[src/rtl/philv_mc_core.sv]
// Multi-cycle RV-subset core: one instruction walks START/FETCH/DECODE/EXECUTE/MEM/WRITEBACK
// over a single request/ready memory port; illegal or misaligned work parks the core in HALT.
module philv_mc_core #(
  parameter int              XLEN     = 32,
  parameter logic [XLEN-1:0] RESET_PC = '0
) (
  input  logic            clk,
  input  logic            rstb,
  output logic            mem_req,
  output logic            mem_we,
  output logic [XLEN-1:0] mem_addr,
  output logic [XLEN-1:0] mem_wdata,
  input  logic            mem_ready,
  input  logic [XLEN-1:0] mem_rdata,
  output logic [XLEN-1:0] pc,
  output logic            halted,
  input  logic [4:0]      dbg_addr,
  output logic [XLEN-1:0] dbg_data
);
  localparam int SHW = $clog2(XLEN);

  typedef enum logic [2:0] {
    S_START, S_FETCH, S_DECODE, S_EXECUTE, S_MEM, S_WB, S_HALT
  } state_t;

  state_t          state;
  logic [31:0]     ir;
  logic [XLEN-1:0] rf [32];
  logic [XLEN-1:0] opa, opb, imm_r, res;

  // field split and instruction class
  logic [6:0] opc, f7;
  logic [2:0] f3;
  logic [4:0] rd, rs1, rs2;
  assign opc = ir[6:0];
  assign rd  = ir[11:7];
  assign f3  = ir[14:12];
  assign rs1 = ir[19:15];
  assign rs2 = ir[24:20];
  assign f7  = ir[31:25];

  logic is_r, is_i, is_lui, is_lw, is_sw, is_br, is_jal;
  assign is_r   = opc == 7'b0110011;
  assign is_i   = opc == 7'b0010011;
  assign is_lui = opc == 7'b0110111;
  assign is_lw  = opc == 7'b0000011;
  assign is_sw  = opc == 7'b0100011;
  assign is_br  = opc == 7'b1100011;
  assign is_jal = opc == 7'b1101111;

  // shift immediates: shamt widens to 6 bits only when XLEN is 64
  logic sh_ok, r_ok, i_ok, legal;
  assign sh_ok = (ir[31:26] == 6'b000000 || (f3 == 3'b101 && ir[31:26] == 6'b010000)) &&
                 (XLEN == 64 || !ir[25]);
  assign r_ok  = is_r && (f7 == 7'b0000000 ||
                          (f7 == 7'b0100000 && (f3 == 3'b000 || f3 == 3'b101)));
  assign i_ok  = is_i && ((f3 != 3'b001 && f3 != 3'b101) || sh_ok);
  assign legal = r_ok || i_ok || is_lui || is_jal ||
                 ((is_lw || is_sw) && f3 == 3'b010) || (is_br && f3[2:1] == 2'b00);

  logic [XLEN-1:0] imm_d;
  always_comb begin
    imm_d = XLEN'($signed(ir[31:20]));
    if (is_sw)  imm_d = XLEN'($signed({ir[31:25], ir[11:7]}));
    if (is_br)  imm_d = XLEN'($signed({ir[31], ir[7], ir[30:25], ir[11:8], 1'b0}));
    if (is_lui) imm_d = XLEN'($signed({ir[31:12], 12'b0}));
    if (is_jal) imm_d = XLEN'($signed({ir[31], ir[19:12], ir[20], ir[30:21], 1'b0}));
  end

  // ALU works on latched operands; bit 30 selects SUB/SRA only where it is an opcode bit
  logic [XLEN-1:0] alu_b, alu, ex_res, addr, pc4, br_pc, wb_pc, ld_data;
  logic [SHW-1:0]  sh;
  logic            alt;
  assign alu_b = is_r ? opb : imm_r;
  assign sh    = alu_b[SHW-1:0];
  assign alt   = ir[30] && (is_r || f3 == 3'b101);
  always_comb begin
    alu = opa + alu_b;
    case (f3)
      3'b000: alu = alt ? opa - alu_b : opa + alu_b;
      3'b001: alu = opa << sh;
      3'b010: alu = XLEN'($signed(opa) < $signed(alu_b));
      3'b011: alu = XLEN'(opa < alu_b);
      3'b100: alu = opa ^ alu_b;
      3'b101: alu = alt ? XLEN'($signed(opa) >>> sh) : opa >> sh;
      3'b110: alu = opa | alu_b;
      3'b111: alu = opa & alu_b;
      default: alu = opa + alu_b;
    endcase
  end

  assign pc4     = pc + XLEN'(4);
  assign ex_res  = is_lui ? imm_r : (is_jal ? pc4 : alu);
  assign addr    = opa + imm_r;
  assign br_pc   = ((opa == opb) ^ f3[0]) ? pc + imm_r : pc4;
  assign wb_pc   = is_jal ? pc + imm_r : pc4;
  assign ld_data = XLEN'($signed(mem_rdata[31:0]));

  always_ff @(posedge clk or negedge rstb) begin
    if (!rstb) begin
      state     <= S_START;
      pc        <= RESET_PC;
      ir        <= '0;
      halted    <= 1'b0;
      mem_req   <= 1'b0;
      mem_we    <= 1'b0;
      mem_addr  <= '0;
      mem_wdata <= '0;
      opa       <= '0;
      opb       <= '0;
      imm_r     <= '0;
      res       <= '0;
    end else begin
      case (state)
        S_START: begin
          mem_req  <= 1'b1;
          mem_we   <= 1'b0;
          mem_addr <= pc;
          state    <= S_FETCH;
        end
        S_FETCH: if (mem_ready) begin
          ir      <= mem_rdata[31:0];
          mem_req <= 1'b0;
          state   <= S_DECODE;
        end
        S_DECODE: if (!legal) begin
          halted <= 1'b1;
          state  <= S_HALT;
        end else begin
          opa   <= (rs1 == 5'd0) ? '0 : rf[rs1];
          opb   <= (rs2 == 5'd0) ? '0 : rf[rs2];
          imm_r <= imm_d;
          state <= S_EXECUTE;
        end
        S_EXECUTE: begin
          if (is_br) begin
            pc       <= br_pc;
            mem_req  <= 1'b1;
            mem_addr <= br_pc;
            state    <= S_FETCH;
          end else if (is_lw || is_sw) begin
            if (addr[1:0] != 2'b00) begin
              halted <= 1'b1;
              state  <= S_HALT;
            end else begin
              mem_req   <= 1'b1;
              mem_we    <= is_sw;
              mem_addr  <= addr;
              mem_wdata <= opb;
              state     <= S_MEM;
            end
          end else begin
            res   <= ex_res;
            state <= S_WB;
          end
        end
        S_MEM: if (mem_ready) begin
          mem_we <= 1'b0;
          if (is_sw) begin
            pc       <= pc4;
            mem_addr <= pc4;
            state    <= S_FETCH;
          end else begin
            mem_req <= 1'b0;
            res     <= ld_data;
            state   <= S_WB;
          end
        end
        S_WB: begin
          pc       <= wb_pc;
          mem_req  <= 1'b1;
          mem_addr <= wb_pc;
          state    <= S_FETCH;
        end
        default: ;
      endcase
    end
  end

  always_ff @(posedge clk or negedge rstb) begin
    if (!rstb) begin
      for (int i = 0; i < 32; i++) rf[i] <= '0;
    end else if (state == S_WB && rd != 5'd0) begin
      rf[rd] <= res;
    end
  end

  assign dbg_data = (dbg_addr == 5'd0) ? '0 : rf[dbg_addr];
endmodule

[config.mk]
export PLATFORM = sky130hd
export DESIGN_NAME = philv_mc_core
export DESIGN_NICKNAME = d
export VERILOG_FILES = /design/src/rtl/philv_mc_core.sv
export SDC_FILE = /design/constraint.sdc
export NUM_CORES = 2
export LEC_CHECK = 0
export BUFFER_PORTS_ARGS = -buffer_cell sky130_fd_sc_hd__buf_2
export CAP_MARGIN = 0
export CORE_MARGIN = 4
export CORE_UTILIZATION = 30
export CTS_CLUSTER_SIZE = 8
export DETAILED_ROUTE_END_ITERATION = 8
export GPL_ROUTABILITY_DRIVEN = 0
export HOLD_SLACK_MARGIN = 0.15
export PLACE_DENSITY = 0.52
export RECOVER_POWER = 25
export SLEW_MARGIN = 20
export SYNTH_ARGS = -nofsm -noshare
export SYNTH_HDL_FRONTEND = slang
export SYNTH_SLANG_ARGS = --single-unit
[constraint.sdc]
create_clock -name clk -period 6 [get_ports clk]
set_input_delay 0.6 -clock clk [delete_from_list [all_inputs] [get_ports clk]]
set_output_delay 0.6 -clock clk [all_outputs]
set_load 0.01 [all_outputs]
==> results.json <==
{
  "syn_to_final_growth_pct": 12.3,
  "tightestPinTransition_ps": 3030,
  "yosysTopAreaCell": "dfrtp_1",
  "crit_path_end_kind": "flip-flop",
  "htree_levels": 4,
  "cts_tree": "done",
  "clock_path_buffers": 3,
  "syn-instance-count": 6899,
  "required_ps": 6750,
  "fin_ws_ps": 796,
  "syn_area_um2": 86700,
  "via_count": 66500,
  "postRouteAntennaNets": 0,
  "fin_crit_sh": 0.867,
  "cp_top_family": "simple AND/OR/NAND/NOR gates",
  "drt-total-wl_um": 348000,
  "synth_warnings": 0,
  "peakVddDrop_uv": 377,
  "drc": 0,
  "port_buffers": 170,
  "die_x_um": 545,
  "layout_min_cycle_time_ps": 5200,
  "status": "complete, but fails checks",
  "total_leakage_power_nw": 41.1,
  "drtPass1Iterations": 7,
  "slew-limit-headroom": -1.02,
  "worst-path-buf-inv": 2,
  "tns_ps": 0,
  "synthTopCellsByArea": "dfrtp_1 (37%), mux4_2 (25%), mux2_2 (14%)",
  "track_usage": 0.227,
  "rsz0062_at_grt": "no",
  "num_rows": 197,
  "numCtsBuffers": 182,
  "synthArstFlopShare": 1.00,
  "clkLatencyLatePin_ps": 860,
  "syn_area_per_cell_um2": 12.6,
  "final_layout_size_suffix_gt1_frac": 0.401,
  "synth_common_cells": "dfrtp_1 (1286), mux2_2 (1096), mux4_2 (965)",
  "crit_slowest_cell": "nor4_1",
  "final-setup-viol-count": 0,
  "ctsHoldBuffers": 30,
  "worstPathArrival_ps": 5950,
  "post_cts_resized": 0,
  "place_area_um2": 92000,
  "p_total_mw": 49.1,
  "synth_most_common_cell": "dfrtp_1",
  "fin_nets": 7009,
  "place_inst": 10400,
  "post-cts-setup-buffers": 0,
  "syn_nets": 7097,
  "synth-seq-area-share": 0.371,
  "violations": "capacitance limit, slew limit",
  "dieArea_um2": 297000,
  "synth_edf_count": 0,
  "hpwl_um": 230000,
  "drv_cap": 5,
  "antenna_found_initial": 26,
  "final_cells": 10600,
  "fin_area_um2": 97300,
  "grt_pass1_vias": 65300,
  "max_freq_mhz": 192,
  "synth_top_area_share": 0.371,
  "hold_violations": 0,
  "crit_type": "reg -> reg",
  "start_util": 0.301,
  "grt_pass1_wl_um": 496000,
  "seq_area_um2": 32200,
  "clock-sinks": 1286,
  "grt_max_degree": 173,
  "core_um2": 288000,
  "first_iter_violations": 8626,
  "final_core_util": 0.338,
  "routed_via_density": 6.25,
  "synth-seq-cells": 1286,
  "hold_path_class": "in -> reg",
  "cp-start-kind": "flip-flop",
  "fillers": 28100,
  "powerDensity_nw_per_um2": 504,
  "crit_fanout": 23,
  "synth-main-ff-cell": "dfrtp_1",
  "crit_chain": "nand3b_2 -> nor2_4 -> buf_4 -> mux2_2 -> inv_1 -> ha_1 -> nor4_1 -> nand2_1 -> nor4_1 -> nand3_1 -> a21oi_1 -> o21ai_0 -> a311o_1 -> nand3_1",
  "fp.dieH_um": 545,
  "post-place-ws_ps": 985,
  "skew_ps": 52.6,
  "multi_input_area_um2": 51800,
  "slew_viol_final": 455,
  "holdWs_ps": 273,
  "io_pins": 171,
  "wl_per_cell_um": 32.7,
  "critPathMaxStageDelay_ps": 620,
  "path_clk_slew_ps": 50,
  "overflow": 0,
  "clockRootBuffer": "clkbuf_16",
  "synth_cell_types": 102
}
cell families (layout without fill, tap and decap cells):
kind of cell               Yosys count  after routing  share of synthesized area
AOI/OAI and AO/OA                 1188           1188                     0.0860
xor gates and xnor gates           141            141                     0.0143
adders and majority gates          158            158                     0.0231
buffers and inverters              780            729                     0.0347
DFF                               1286           1286                      0.371
muxes                             2206           2206                      0.410
other                                0              9                          0
and+or+nand+nor                   1140           1140                     0.0606
cell type report:
cell class / instances / share of cell area
Timing Repair Buffer: 393 / 0.0305
Tap cell: 3781 / 0.0486
Sequential cell: 1286 / 0.331
Clock inverter: 16 / 0.00357
Clock buffer: 205 / 0.0487
Inverter: 115 / 0.00446
Antenna cell: 9 / 0.000231
Multi-Input combinational cell: 4833 / 0.533
placed cells by master (no fill, tap or decap), types with 25 or more instances in the layout:
cell type / n
a21o_1: 48
buf_4: 161
buf_12: 28
mux2_2: 1096
xor2_1: 63
mux4_2: 965
and3_1: 35
clkbuf_16: 183
a31oi_1: 33
nor4_1: 26
buf_2: 164
mux2i_1: 145
o211ai_1: 69
inv_1: 108
dlygate4sd3_1: 30
o221ai_1: 29
nand4_1: 25
a221oi_1: 34
nor3_1: 82
dfrtp_1: 1261
nand3_1: 122
a211oi_1: 51
o22ai_1: 35
nand2_1: 390
nor2_1: 272
o21ai_0: 363
a21oi_1: 286
xnor2_1: 77
ha_1: 155
path summary, 6_finish.rpt:
kind                                         to  slack (ps)                 start  cells after the start
setup reg to reg            res[29]$_DFFE_PN0P_         800     ir[4]$_DFFE_PN0P_                     14
hold / removal               ir[18]$_DFFE_PN0P_         270         mem_rdata[18]                      2
setup / recovery            res[29]$_DFFE_PN0P_         800     ir[4]$_DFFE_PN0P_                     14
min in group asynchronous   mem_req$_DFFE_PN0P_        1220                  rstb                      2
hold reg to reg            rf[1000]$_DFFE_PN0P_         410  rf[1000]$_DFFE_PN0P_                      0
max in group asynchronous   rf[345]$_DFFE_PN0P_        1180                  rstb                      3
power breakdown:
group          switching [mW]  internal (mW)  total [mW]
Combinational            12.2           11.2        23.4
Sequential               4.47           11.6        16.1
Clock                    4.06           5.57        9.63
registers in the layout (all words and copies together), names as in the netlist, 32 cells and up:
name       cells
opa           32
pc            32
mem_addr      32
rf          1024
ir            32
mem_wdata     32
imm_r         32
opb           32
res           32
routing by layer:
| metal | wire length, um | vias to the layer above | track usage | part of all wire |
|---|---|---|---|---|
| met5 | 50 | - | 0 | 0.00014 |
| met4 | 17800 | 8 | 0.0997 | 0.051 |
| met3 | 33600 | 846 | 0.0527 | 0.097 |
| met2 | 154000 | 3896 | 0.344 | 0.44 |
| met1 | 142000 | 35100 | 0.311 | 0.41 |
| li1 | - | 26600 | - | - |
Power figures use the tool's default switching activity.
